<file path="config.mk">
export PLATFORM = sky130hd
export DESIGN_NAME = lcd_fill_engine
export DESIGN_NICKNAME = d
export VERILOG_FILES = /design/src/rtl/lcd_pkg.sv /design/src/rtl/lcd_fill_seq_rom.sv /design/src/rtl/lcd_fill_engine.sv
export SDC_FILE = /design/constraint.sdc
export NUM_CORES = 1
export LEC_CHECK = 0
export CAP_MARGIN = 20
export CORE_MARGIN = 2
export CORE_UTILIZATION = 45
export CTS_CLUSTER_SIZE = 28
export DETAILED_ROUTE_END_ITERATION = 10
export PLACE_DENSITY = 0.74
export SYNTH_ARGS = -nofsm -noshare
export SYNTH_HDL_FRONTEND = slang
export SYNTH_SLANG_ARGS = --single-unit
</file>
<file path="constraint.sdc">
create_clock -name clk -period 13.9 [get_ports clk]
set_input_delay 2.78 -clock clk [delete_from_list [all_inputs] [get_ports clk]]
set_output_delay 2.78 -clock clk [all_outputs]
set_load 0.01 [all_outputs]
</file>
<file path="src/rtl/lcd_pkg.sv">
// Shared command codes, controller register addresses and FSM encoding for the
// LCD rectangle fill engine.
package lcd_pkg;

  localparam logic [3:0] LCD_CMD_INST = 4'd1;
  localparam logic [3:0] LCD_CMD_DATA = 4'd2;

  localparam logic [15:0] LCD_REG_CASET = 16'h2A00;
  localparam logic [15:0] LCD_REG_PASET = 16'h2B00;
  localparam logic [15:0] LCD_REG_RAMWR = 16'h2C00;

  localparam int unsigned LCD_ADDR_WORDS = 16;
  localparam int unsigned LCD_PIX_CNT_W  = 19;

  typedef enum logic [2:0] {
    ST_IDLE  = 3'd0,
    ST_ADDR  = 3'd1,
    ST_MEMWR = 3'd2,
    ST_PIXEL = 3'd3,
    ST_FIN   = 3'd4
  } lcd_state_e;

  // Downstream word layout: {valid, 11'b0, cmd, data}.
  function automatic logic [31:0] lcd_word_pack(input logic       valid,
                                                input logic [3:0]  cmd,
                                                input logic [15:0] data);
    return {valid, 11'b0, cmd, data};
  endfunction

endpackage

</file>
<file path="src/rtl/lcd_fill_seq_rom.sv">
// Combinational table for the 16-word column/page address preamble: maps the
// word index and the latched rectangle bounds to {cmd, data}.
module lcd_fill_seq_rom
  import lcd_pkg::*;
(
  input  logic [3:0]  idx,
  input  logic [9:0]  x0,
  input  logic [9:0]  x1,
  input  logic [9:0]  y0,
  input  logic [9:0]  y1,
  output logic [3:0]  cmd,
  output logic [15:0] data
);

  logic [9:0]  bound;
  logic [15:0] reg_base;

  // idx[3] selects column/page, idx[2] start/end bound, idx[1] high/low byte,
  // idx[0] register write vs. parameter data.
  always_comb begin
    bound    = idx[3] ? (idx[2] ? y1 : y0) : (idx[2] ? x1 : x0);
    reg_base = idx[3] ? LCD_REG_PASET : LCD_REG_CASET;
    if (!idx[0]) begin
      cmd  = LCD_CMD_INST;
      data = reg_base | {14'h0, idx[2], idx[1]};
    end else begin
      cmd  = LCD_CMD_DATA;
      data = idx[1] ? {8'h0, bound[7:0]} : {14'h0, bound[9:8]};
    end
  end

endmodule

</file>
<file path="src/rtl/lcd_fill_engine.sv">
// Rectangle fill engine: programs the column/page window, issues memory write,
// then streams N pixels. Define LCD_FILL_COLOR_INC_EN for an incrementing test pattern.
//
// state | meaning
// IDLE  | waiting for start; illegal rectangles rejected here
// ADDR  | 16-word column/page window preamble
// MEMWR | single memory-write command word
// PIXEL | N pixel data words, N counted down to terminal count 1
// FIN   | done pulse, back to IDLE next cycle
module lcd_fill_engine
  import lcd_pkg::*;
#(
  parameter int unsigned MAX_X = 479,
  parameter int unsigned MAX_Y = 799
) (
  input  logic        clk,
  input  logic        resetn,
  input  logic        start,
  input  logic [9:0]  x0,
  input  logic [9:0]  x1,
  input  logic [9:0]  y0,
  input  logic [9:0]  y1,
  input  logic [15:0] color,
  input  logic        lcd_busy,
  output logic [31:0] lcd_word,
  output logic        busy,
  output logic        done,
  output logic        err
);

  localparam logic [9:0] MAX_X_L = MAX_X[9:0];
  localparam logic [9:0] MAX_Y_L = MAX_Y[9:0];

  lcd_state_e state_q, state_d;

  logic [3:0]               idx_q, idx_d;
  logic [LCD_PIX_CNT_W-1:0] pix_cnt_q, pix_cnt_d;
  logic [9:0]               x0_q, x0_d, x1_q, x1_d;
  logic [9:0]               y0_q, y0_d, y1_q, y1_d;
  logic [15:0]              pix_color_q, pix_color_d;
  logic                     done_q, done_d;
  logic                     err_q, err_d;

  logic                     rect_ok;
  logic                     accept;
  logic                     reject;
  logic                     emitting;
  logic                     xfer;
  logic [LCD_PIX_CNT_W-1:0] n_pix;
  logic [9:0]               dx, dy;
  logic [3:0]               rom_cmd;
  logic [15:0]              rom_data;
  logic [3:0]               word_cmd;
  logic [15:0]              word_data;

  assign rect_ok  = (x0 <= x1) && (x1 <= MAX_X_L) && (y0 <= y1) && (y1 <= MAX_Y_L);
  assign accept   = (state_q == ST_IDLE) && start && rect_ok;
  assign reject   = (state_q == ST_IDLE) && start && !rect_ok;
  assign emitting = (state_q == ST_ADDR) || (state_q == ST_MEMWR) || (state_q == ST_PIXEL);
  assign xfer     = emitting && !lcd_busy;

  // 10x10 multiply kept to 19 bits; the largest legal window is 384000 pixels.
  assign dx    = x1 - x0 + 10'd1;
  assign dy    = y1 - y0 + 10'd1;
  assign n_pix = LCD_PIX_CNT_W'(dx) * LCD_PIX_CNT_W'(dy);

  lcd_fill_seq_rom u_seq_rom (
    .idx  (idx_q),
    .x0   (x0_q),
    .x1   (x1_q),
    .y0   (y0_q),
    .y1   (y1_q),
    .cmd  (rom_cmd),
    .data (rom_data)
  );

  // State register and datapath flops.
  always_ff @(posedge clk) begin
    if (!resetn) begin
      state_q     <= ST_IDLE;
      idx_q       <= '0;
      pix_cnt_q   <= '0;
      x0_q        <= '0;
      x1_q        <= '0;
      y0_q        <= '0;
      y1_q        <= '0;
      pix_color_q <= '0;
      done_q      <= 1'b0;
      err_q       <= 1'b0;
    end else begin
      state_q     <= state_d;
      idx_q       <= idx_d;
      pix_cnt_q   <= pix_cnt_d;
      x0_q        <= x0_d;
      x1_q        <= x1_d;
      y0_q        <= y0_d;
      y1_q        <= y1_d;
      pix_color_q <= pix_color_d;
      done_q      <= done_d;
      err_q       <= err_d;
    end
  end

  // Next-state logic; every emitting state advances only on a transfer.
  always_comb begin
    state_d = state_q;
    unique case (state_q)
      ST_IDLE:  if (accept) state_d = ST_ADDR;
      ST_ADDR:  if (xfer && (idx_q == 4'(LCD_ADDR_WORDS - 1))) state_d = ST_MEMWR;
      ST_MEMWR: if (xfer) state_d = ST_PIXEL;
      ST_PIXEL: if (xfer && (pix_cnt_q == LCD_PIX_CNT_W'(1))) state_d = ST_FIN;
      ST_FIN:   state_d = ST_IDLE;
      default:  state_d = ST_IDLE;
    endcase
  end

  always_comb begin
    idx_d       = idx_q;
    pix_cnt_d   = pix_cnt_q;
    x0_d        = x0_q;
    x1_d        = x1_q;
    y0_d        = y0_q;
    y1_d        = y1_q;
    pix_color_d = pix_color_q;
    done_d      = reject;
    err_d       = reject;
    if (accept) begin
      idx_d       = '0;
      pix_cnt_d   = n_pix;
      x0_d        = x0;
      x1_d        = x1;
      y0_d        = y0;
      y1_d        = y1;
      pix_color_d = color;
    end
    if (xfer && (state_q == ST_ADDR)) begin
      idx_d = idx_q + 4'd1;
    end
    if (xfer && (state_q == ST_PIXEL)) begin
      pix_cnt_d = pix_cnt_q - LCD_PIX_CNT_W'(1);
`ifdef LCD_FILL_COLOR_INC_EN
      pix_color_d = pix_color_q + 16'd1;
`else
      pix_color_d = pix_color_q;
`endif
      if (pix_cnt_q == LCD_PIX_CNT_W'(1)) done_d = 1'b1;
    end
  end

  // Output logic: the word is forced to zero whenever no transfer can happen.
  always_comb begin
    word_cmd  = 4'h0;
    word_data = 16'h0;
    unique case (state_q)
      ST_ADDR: begin
        word_cmd  = rom_cmd;
        word_data = rom_data;
      end
      ST_MEMWR: begin
        word_cmd  = LCD_CMD_INST;
        word_data = LCD_REG_RAMWR;
      end
      ST_PIXEL: begin
        word_cmd  = LCD_CMD_DATA;
        word_data = pix_color_q;
      end
      default: begin
        word_cmd  = 4'h0;
        word_data = 16'h0;
      end
    endcase
    lcd_word = xfer ? lcd_word_pack(1'b1, word_cmd, word_data) : 32'h0;
    busy     = (state_q != ST_IDLE);
    done     = done_q;
    err      = err_q;
  end

endmodule

</file>
==> metrics.md, run 1 <==
| Metric | Value |
|---|---|
| RSZ-0062 raised after global routing | `false` |
| Crit-path most repeated cell | `inv_1` |
| Status | `completed` |
| CTS tree | `built` |
| Post-DRT Antenna Nets | `0` |
| Vias in the first global route | `7,220` |
| Initial antenna violation count | `0` |
| Commonest non-fill, non-tap cell in the layout | `nand2_1` |
| Post-layout nets | `about 1.3k` |
| Final setup viols | `0` |
| Chip Width | `142 µm` |
| Period utilization | `74.1%` |
| Gr usage total | `21.9%` |
| P&R area growth vs syn | `14.7%` |
| Antenna cells | `0` |
| Die ar. | `20,000 µm²` |
| Most frequent cells in the layout | `154 x nand2_1, 136 x inv_1, 106 x ha_1, 104 x a21oi_1, 101 x nor2_1` |
| 1st-iter DRT viols | `483` |
| Slew @ Worst Pin | `~0.91 ns` |
| Final GP Congestion | `around 0.9` |
| WL/cell | `15.9 µm` |
| Vias per cell | `5.47` |
| Hold_buf cts | `0` |
| Post-cts sizing count | `0` |
| Crit path arrival time | `10.53 ns` |
| Period minus WS final | `just over 10 ns` |
| Share of post-route cells with drive strength above 1 | `5.53%` |
| GR Overflow Total | `0` |
| Drt drc | `0` |
| Required time of the critical path | `roughly 14 ns` |
| DR pass1 iterations | `6` |
| CTS root buf | `clkbuf_16` |
| Worst hold path class | `register to register` |
| Clk slew on worst S/H paths | `0.07 ns` |
| Crit path max fanout | `7` |
| Die Height | `142 µm` |
| EDFF count, synth | `0` |
| Initial core utilization | `45.7%` |
| Synth Area per Inst | `8.05 µm²` |
| Crit start category | `primary input` |
| Final worst slack | `3.60 ns` |
| Slew headroom | `38.9%` |
| TNS Setup | `0 ns` |
| Port bufs | `around 80` |
| Sequential cell area fraction in the yosys report | `19.8%` |
| Post-synthesis instance total | `around 1.1k` |
| Ys async rst share | `0%` |
| # IOs | `95` |
| Ys flop type | `dfxtp_1` |
| CTS Sinks | `between 80 and 90` |
| Crit path largest cell delay | `0.53 ns` |
| CP Class | `primary input to register` |
| Max Slew Vio Count | `0` |
| Final Skew | `0.00509 ns` |
| CTS H-tree lvls | `3` |
| Largest net degree at the start of global routing | `82` |
| Post-CTS Setup Bufs | `0` |
| Slowest cell on the critical path | `fa_1` |
| Yosys warnings | `0` |
| Critical Path Sink Type | `register` |
| Seq cells post-synth | `84` |
| Vias | `7,418` |
| Max-Cap Viols | `0` |
| Detailed Place HPWL | `16,900 µm` |
| Post-Syn Area | `8510 µm²` |
| Filler cells | `1,780` |
| Post-synth cell types | `60` |
| Num CTS Buffers | `9` |
| Clk buf depth | `2` |
| First-pass GRT wire length | `35,300 µm` |
| Placement Rows | `50` |
| Worst skew pair latency | `0.34 ns` |
| Drt total wl | `21,600 µm` |
| Pre-CTS WS | `3.32 ns` |
| Core Area | `18,600 µm²` |
| Max Freq | `0.0971 GHz` |
| Final hold vios | `0` |
metrics by stage:
stage	util, %	instances	cell area [µm²]	hold slack [ns]
floorplan	-	1069	8560	0.432
global placement	50.7	1339	9460	0.439
detailed placement	50.7	1339	9460	0.442
CTS	52.4	1355	9760	0.453
global route	52.4	1355	9760	0.471
finish	52.4	1355	9760	0.451
registers in the layout (all words and copies together) (netlist names):
| register | count |
|---|---|
| x1_q | 10 |
| y0_q | 10 |
| pix_color_q | 16 |
| x0_q | 10 |
| done | 1 |
| state_q | 3 |
| y1_q | 10 |
| idx_q | 4 |
| err | 1 |
| pix_cnt_q | 19 |
cell families after synthesis:
group	count (synthesis)	synth area share, %
adders and majority gates	171	30.9
AOI/OAI and AO/OA	184	13.0
and+or+nand+nor	374	20.1
DFF	84	19.8
buffers and inverters	189	9.04
other	1	0.0440
xor gates and xnor gates	44	4.53
muxes	10	2.65
worst paths after layout:
check                                    start                            to  slack [ns]  cells past startpoint
setup reg to reg     pix_cnt_q[2]$_SDFFE_PN0P_    pix_cnt_q[14]$_SDFFE_PN0P_       11.34                      7
hold / removal    pix_color_q[15]$_SDFFE_PN0P_  pix_color_q[15]$_SDFFE_PN0P_        0.45                      2
hold reg to reg   pix_color_q[15]$_SDFFE_PN0P_  pix_color_q[15]$_SDFFE_PN0P_        0.45                      2
setup / recovery                         x1[1]    pix_cnt_q[18]$_SDFFE_PN0P_        3.60                     32
layer usage:
| metal | global-route usage, % | vias up | part of all wire [%] |
|---|---|---|---|
| li1 | - | 3571 | - |
| met1 | 29.9 | 3554 | 44 |
| met2 | 36.0 | 248 | 47 |
| met3 | 3.04 | 45 | 6.0 |
| met4 | 7.32 | 0 | 3.0 |
| met5 | 0 | - | 0 |
critical path, delay by kind of cell:
kind                       cells  cell delay [ns]
and+or+nand+nor                7             1.24
AOI/OAI and AO/OA              6             1.51
buffers and inverters          9             0.97
xor gates and xnor gates       1             0.47
adders and majority gates      9             3.55
synth_stat cells, types with 5 or more instances:
| library cell | n | area [µm²] |
|---|---|---|
| a31oi_1 | 10 | 62.6 |
| and3_1 | 5 | 31.3 |
| a21o_1 | 10 | 75.1 |
| mux4_2 | 10 | 225 |
| nor3_1 | 19 | 95.1 |
| xnor2_1 | 27 | 236 |
| nor2_1 | 101 | 379 |
| inv_1 | 137 | 514 |
| ha_1 | 106 | 1330 |
| a22oi_1 | 7 | 52.6 |
| a21oi_1 | 104 | 521 |
| xor2_1 | 17 | 149 |
| clkbuf_1 | 31 | 116 |
| buf_2 | 6 | 30.0 |
| buf_4 | 14 | 105 |
| nand4_1 | 5 | 31.3 |
| and2_1 | 7 | 43.8 |
| nand2b_1 | 19 | 119 |
| or4_1 | 5 | 37.5 |
| fa_1 | 65 | 1300 |
| dfxtp_1 | 84 | 1680 |
| o21bai_1 | 6 | 45.0 |
| or2_2 | 15 | 93.8 |
| nand2_1 | 154 | 578 |
| o21ai_0 | 15 | 75.1 |
| nand3_1 | 18 | 90.1 |
layout make-up:
| class | instances | area, µm² | share of cell area [%] |
|---|---|---|---|
| Multi-Input combinational cell | 796 | 6110 | 62.6 |
| Timing Repair Buffer | 88 | 863 | 8.84 |
| Clock buffer | 9 | 225 | 2.31 |
| Clock inverter | 7 | 76.3 | 0.782 |
| Sequential cell | 84 | 1680 | 17.2 |
| Inverter | 137 | 514 | 5.27 |
| Tap cell | 234 | 293 | 3.00 |
Power of run 1 is not shown: default switching activity piles up to over one toggle a cycle in this logic, so the estimate is an artifact.
==> run 2, diff against run 1 <==
--- a/config.mk
+++ b/config.mk
@@ -10,7 +10,7 @@
 export CORE_UTILIZATION = 45
 export CTS_CLUSTER_SIZE = 28
 export DETAILED_ROUTE_END_ITERATION = 10
-export PLACE_DENSITY = 0.74
+export PLACE_DENSITY = 0.77
 export SYNTH_ARGS = -nofsm -noshare
 export SYNTH_HDL_FRONTEND = slang
 export SYNTH_SLANG_ARGS = --single-unit
==> constraint.sdc (replaced) <==
create_clock -name clk -period 8.69 [get_ports clk]
set_input_delay 1.738 -clock clk [delete_from_list [all_inputs] [get_ports clk]]
set_output_delay 1.738 -clock clk [all_outputs]
set_load 0.01 [all_outputs]
==> run 2 against run 1 <==
First-iteration DRC count grew 4.3%. Non-clock buffer count increased by 108. Wire length increased by 7.0%. Critical path depth is 3 lower. Largest cell class unchanged. Hold slack got worse by 0.0029 ns. Clock skew decreased by 0.0011 ns. Die area did not move. Sequential cell count unchanged. Critical endpoint unchanged. Critical path type unchanged. Core utilization grew 4.9 points. Register-to-register slack got worse by 5.3 ns. Via count is 5.8% higher.
==> metrics.md, run 2 (synthesis results as in run 1) <==
| Metric | Value |
|---|---|
| Final hold vios | `0 (unchanged)` |
| Crit path arrival time | `8.65 ns (was 10.53 ns)` |
| Vias per cell | `5.37 (was 5.47)` |
| Post-layout nets | `1,455 (was 1,347)` |
| Crit start category | `primary input (unchanged)` |
| Die ar. | `20,000 µm² (unchanged)` |
| Period minus WS final | `8.43 ns` |
| CP Class | `primary input to register (unchanged)` |
| Share of post-route cells with drive strength above 1 | `14.9% (was 5.53%)` |
| CTS Sinks | `84 (unchanged)` |
| Final GP Congestion | `0.962 (was 0.927)` |
| Initial core utilization | `45.7% (unchanged)` |
| Biggest regs | `pix_cnt_q (19), pix_color_q (16) (unchanged)` |
| CTS tree | `built (unchanged)` |
| Max-Cap Viols | `0 (unchanged)` |
| Slowest cell on the critical path | `fa_1 (unchanged)` |
| Core Area | `18,600 µm² (unchanged)` |
| Max FFs per register | `19 (unchanged)` |
| Commonest non-fill, non-tap cell in the layout | `nand2_1 (unchanged)` |
| Drt drc | `0 (unchanged)` |
| DR pass1 iterations | `5 (was 6)` |
| Max Freq | `between 0.1 and 0.15 GHz` |
| Largest reg by FF count | `pix_cnt_q (unchanged)` |
| Drt total wl | `23,100 µm (was 21,600 µm)` |
| Worst hold path class | `register to register (unchanged)` |
| Detailed Place HPWL | `18,400 µm (was 16,900 µm)` |
| Final setup viols | `0 (unchanged)` |
| Port bufs | `81 (unchanged)` |
| Period utilization | `97.1%` |
| Clk buf depth | `2 (unchanged)` |
| CTS H-tree lvls | `3 (unchanged)` |
| Util after Layout | `57.3% (was 52.4%)` |
| Clk slew on worst S/H paths | `0.06 ns (was 0.07 ns)` |
| Filler cells | `1,631 (was 1,780)` |
| GR Overflow Total | `0 (unchanged)` |
| Initial antenna violation count | `0 (unchanged)` |
| Critical Path Sink Type | `register (unchanged)` |
| Post-DRT Antenna Nets | `0 (unchanged)` |
| 1st-iter DRT viols | `504 (was 483)` |
| P&R area growth vs syn | `25.5% (was 14.7%)` |
| # IOs | `95 (unchanged)` |
| Slew headroom | `48.6% (was 38.9%)` |
| Chip Width | `142 µm (unchanged)` |
| Vias | `7,845 (was 7,418)` |
| Antenna cells | `0 (unchanged)` |
| WL/cell | `15.8 µm (was 15.9 µm)` |
| Placement Rows | `50 (unchanged)` |
| Required time of the critical path | `8.91 ns (was 14.13 ns)` |
| Vias in the first global route | `7,931 (was 7,220)` |
| Die Height | `142 µm (unchanged)` |
| Slew @ Worst Pin | `0.766 ns (was 0.910 ns)` |
| First-pass GRT wire length | `37,900 µm (was 35,300 µm)` |
| Most frequent cells in the layout | `154 x nand2_1, 136 x inv_1, 115 x buf_4, 102 x ha_1 (was 154 x nand2_1, 136 x inv_1, 106 x ha_1, 104 x a21oi_1, 101 x nor2_1)` |
| CTS root buf | `clkbuf_16 (unchanged)` |
| Largest net degree at the start of global routing | `69 (was 82)` |
| Final Skew | `0.00400 ns (was 0.00509 ns)` |
| Crit path largest cell delay | `0.54 ns (was 0.53 ns)` |
| Max Slew Vio Count | `0 (unchanged)` |
| Crit path max fanout | `3 (was 7)` |
| Worst skew pair latency | `0.34 ns (about the same)` |
| Crit-path most repeated cell | `inv_1 (unchanged)` |
| Num CTS Buffers | `9 (unchanged)` |
| Gr usage total | `23.6% (was 21.9%)` |
| Status | `completed (unchanged)` |
## run 2: changes by cell type in the layout (fill, tap and decap cells not counted), sizes merged
cell	previous run	this run
clkdlybuf4s50	81	76
dlymetal6s2s	0	5
clkbuf	9	11
inv	142	137
buf	7	115
bufinv	0	1
## run 2: path summary, 6_finish.rpt
check                                             startpoint                           end  slack, ns  depth (start not counted)
worst min register to register  pix_color_q[15]$_SDFFE_PN0P_  pix_color_q[15]$_SDFFE_PN0P_       0.45                          2
worst min-delay path            pix_color_q[15]$_SDFFE_PN0P_  pix_color_q[15]$_SDFFE_PN0P_       0.45                          2
worst max-delay path                                   y0[1]    pix_cnt_q[18]$_SDFFE_PN0P_       0.26                         29
worst max register to register       state_q[0]$_SDFFE_PN0P_          y0_q[5]$_SDFFE_PN0P_       6.06                          6
## run 2: critical path: cells and delay by family
kind | cells | cell delay, ns
buffers and inverters | 9 | 0.99
AOI/OAI and AO/OA | 4 | 0.97
xor gates and xnor gates | 2 | 0.40
adders and majority gates | 9 | 3.65
and+or+nand+nor | 5 | 0.90
## run 2: metrics by stage
| stage | cell area, µm² | hold WS (ns) | setup WS (ns) | TNS, ns | instances |
|---|---|---|---|---|---|
| 2_1_floorplan | 8560 | 0.432 | 0.280 | 0 | 1069 |
| 3_3_place_gp | 10200 | 0.438 | -0.209 | -0.683 | 1443 |
| 3_5_place_dp | 10200 | 0.443 | -0.360 | -1.20 | 1443 |
| 4_1_cts | 10500 | 0.452 | 0.0173 | 0 | 1458 |
| 5_1_grt | 10700 | 0.467 | -0.0448 | -0.0729 | 1461 |
| 6_report | 10700 | 0.448 | 0.256 | 0 | 1461 |
## run 2: area by class of cell
type                            count  area (µm²)  share of cell area [%]
Inverter                          137         514                    4.81
Tap cell                          234         293                    2.74
Sequential cell                    84        1680                    15.7
Clock buffer                       11         233                    2.18
Clock inverter                      3        40.0                   0.375
Timing Repair Buffer              196        1690                    15.8
Multi-Input combinational cell    796        6230                    58.4
## run 2: routing by layer
layer	up-vias	share of wire, %	track usage [%]
li1	3779	-	-
met5	-	0	0
met2	263	49	41.2
met3	58	6.6	4.42
met1	3745	41	29.2
met4	0	3.1	8.63
## run 2: repair_timing
action | in CTS | in global routing
gates resized for setup | 1 | 30
setup buffers | 1 | 3
hold buffers | 0 | 0
endpoints found under the setup margin | 1 | 9
pin swaps | 2 | 13
Power of run 2 is left out for the same reason.
==> run 3, diff against run 2 <==
--- a/config.mk
+++ b/config.mk
@@ -10,6 +10,7 @@
 export CORE_UTILIZATION = 45
 export CTS_CLUSTER_SIZE = 28
 export DETAILED_ROUTE_END_ITERATION = 10
+export GPL_TIMING_DRIVEN = 0
 export PLACE_DENSITY = 0.77
 export SYNTH_ARGS = -nofsm -noshare
 export SYNTH_HDL_FRONTEND = slang
==> constraint.sdc (replaced) <==
create_clock -name clk -period 8.69 [get_ports clk]
set_input_delay 1.738 -clock clk [delete_from_list [all_inputs] [get_ports clk]]
set_output_delay 1.738 -clock clk [all_outputs]
set_load 0.1 [all_outputs]
==> run 3 against run 2 <==
Die area did not move. Core utilization fell by 1.0 points. Sequential share of layout area up 0.29 points. Via count is 0.51% lower. Global-route usage is 0.27 points higher. Wire length rose by 2.3%. Clock-buffer cell count down 1. First-iteration DRC count down 3.2%. Register-to-register slack got worse by 0.03 ns. Sequential cell count unchanged. Highest routed layer unchanged.
==> metrics.md, run 3 (synthesis results as in run 1) <==
| Metric | Value |
|---|---|
| Core Area | `18,600 µm² (unchanged)` |
| Status | `completed (unchanged)` |
| CP bufs+invs | `7 (was 9)` |
| Largest net degree at the start of global routing | `15 (was 69)` |
| Crit path max-delay family | `adder cells (unchanged)` |
| Gr usage total | `23.9% (was 23.6%)` |
| Crit path max fanout | `4 (was 3)` |
| P&R area growth vs syn | `23.2% (was 25.5%)` |
| Initial core utilization | `45.7% (unchanged)` |
| DR pass1 iterations | `5 (unchanged)` |
| CP Class | `primary input to register (unchanged)` |
| GR Overflow Total | `0 (unchanged)` |
| Crit start category | `primary input (unchanged)` |
| Required time of the critical path | `8.92 ns (was 8.91 ns)` |
| Drt total wl | `23,600 µm (was 23,100 µm)` |
| RSZ-0062 raised after global routing | `true` |
| Max Freq | `0.117 GHz (was 0.119 GHz)` |
| Clk buf depth | `2 (unchanged)` |
| Crit path arrival time | `8.77 ns (was 8.65 ns)` |
| Slew headroom | `34.6% (was 48.6%)` |
| Min Hold Slack | `0.451 ns (was 0.448 ns)` |
| Initial antenna violation count | `0 (unchanged)` |
| Commonest non-fill, non-tap cell in the layout | `nand2_1 (unchanged)` |
| Detailed Place HPWL | `18,000 µm (was 18,400 µm)` |
| Largest reg by FF count | `pix_cnt_q (unchanged)` |
| Max FFs per register | `19 (unchanged)` |
| Placement Rows | `50 (unchanged)` |
| Chip Width | `142 µm (unchanged)` |
| Critical Path Sink Type | `register (unchanged)` |
| 1st-iter DRT viols | `488 (was 504)` |
| Util after Layout | `56.3% (was 57.3%)` |
| Slowest cell on the critical path | `fa_1 (unchanged)` |
| Worst hold path class | `register to register (unchanged)` |
| Most frequent cells in the layout | `152 x nand2_1, 135 x inv_1, 100 x nor2_1, 97 x a21oi_1, 96 x ha_1 (was 154 x nand2_1, 136 x inv_1, 115 x buf_4, 102 x ha_1)` |
| Port bufs | `81 (unchanged)` |
| WL/cell | `16.6 µm (was 15.8 µm)` |
| Final hold vios | `0 (unchanged)` |
| Vias | `7,805 (was 7,845)` |
| Vias per cell | `5.49 (was 5.37)` |
| Final GP Congestion | `0.962 (about the same)` |
| Drt drc | `0 (unchanged)` |
| Final setup viols | `0 (unchanged)` |
| # IOs | `95 (unchanged)` |
| Worst skew pair latency | `0.34 ns (about the same)` |
| Period utilization | `98.3% (was 97.1%)` |
| Max-Cap Viols | `0 (unchanged)` |
| CTS tree | `built (unchanged)` |
| Max Slew Vio Count | `0 (unchanged)` |
| Share of post-route cells with drive strength above 1 | `12.5% (was 14.9%)` |
| Post-layout nets | `1,414 (was 1,455)` |
| CTS H-tree lvls | `3 (unchanged)` |
| Die ar. | `20,000 µm² (unchanged)` |
| CTS Sinks | `84 (unchanged)` |
| Crit path largest cell delay | `0.56 ns (was 0.54 ns)` |
| Period minus WS final | `8.54 ns (was 8.43 ns)` |
| Vias in the first global route | `7,775 (was 7,931)` |
| First-pass GRT wire length | `38,000 µm (was 37,900 µm)` |
| Clk slew on worst S/H paths | `0.06 ns (about the same)` |
| CTS root buf | `clkbuf_16 (unchanged)` |
| Biggest regs | `pix_cnt_q (19), pix_color_q (16) (unchanged)` |
| Final Skew | `0.00627 ns (was 0.00400 ns)` |
| Hold_buf cts | `0 (unchanged)` |
| Slew @ Worst Pin | `0.978 ns (was 0.766 ns)` |
| Die Height | `142 µm (unchanged)` |
| Post-DRT Antenna Nets | `0 (unchanged)` |
| Num CTS Buffers | `9 (unchanged)` |
run 3: path summary, 6_finish.rpt:
kind / slack (ns) / cells after the start / endpoint / from
setup / recovery: 0.15 / 25 / pix_cnt_q[17]$_SDFFE_PN0P_ / x0[5]
hold / removal: 0.45 / 2 / pix_color_q[12]$_SDFFE_PN0P_ / pix_color_q[12]$_SDFFE_PN0P_
setup reg to reg: 6.03 / 8 / pix_cnt_q[8]$_SDFFE_PN0P_ / state_q[1]$_SDFFE_PN0P_
hold reg to reg: 0.45 / 2 / pix_color_q[12]$_SDFFE_PN0P_ / pix_color_q[12]$_SDFFE_PN0P_
run 3: through the flow:
stage	setup slack [ns]	std cells	TNS [ns]	instance area, µm²
after floorplan	0.280	1069	0	8560
after global placement	-1.13	1384	-6.83	9660
after detailed placement	-1.19	1384	-7.42	9660
after CTS	0.0209	1408	0	10200
after global routing	-0.0557	1421	-0.0902	10500
final	0.151	1422	0	10500
run 3: layout make-up:
cell class	count	area, µm²
Antenna cell	1	2.50
Buffer	51	251
Clock buffer	10	239
Clock inverter	5	62.6
Fill cell	1686	8150
Inverter	137	514
Multi-Input combinational cell	796	6460
Sequential cell	84	1680
Tap cell	234	293
Timing Repair Buffer	104	980
run 3: timing repair:
item | CTS | global route
pin swaps | 13 | 19
buffers inserted | 10 | 12
gates resized for setup | 44 | 43
endpoints found under the setup margin | 10 | 5
run 3: worst register-to-register path, cell delays in order (launching register included):
cell      delay [ns]
dfxtp_1         0.31
clkbuf_1        0.35
nand2_1         0.13
nor3_1          0.30
clkbuf_1        0.50
nand2_1         0.27
or4_1           0.47
nand3_1         0.11
a21oi_1         0.07
run 3: metal layers:
metal / share of wire [%] / vias up / track usage [%]
li1: - / 3704 / -
met1: 43 / 3771 / 31.5
met2: 48 / 290 / 40.0
met3: 6.9 / 40 / 4.69
met4: 1.7 / 0 / 6.84
met5: 0 / - / 0
Power of run 3 is left out for the same reason.
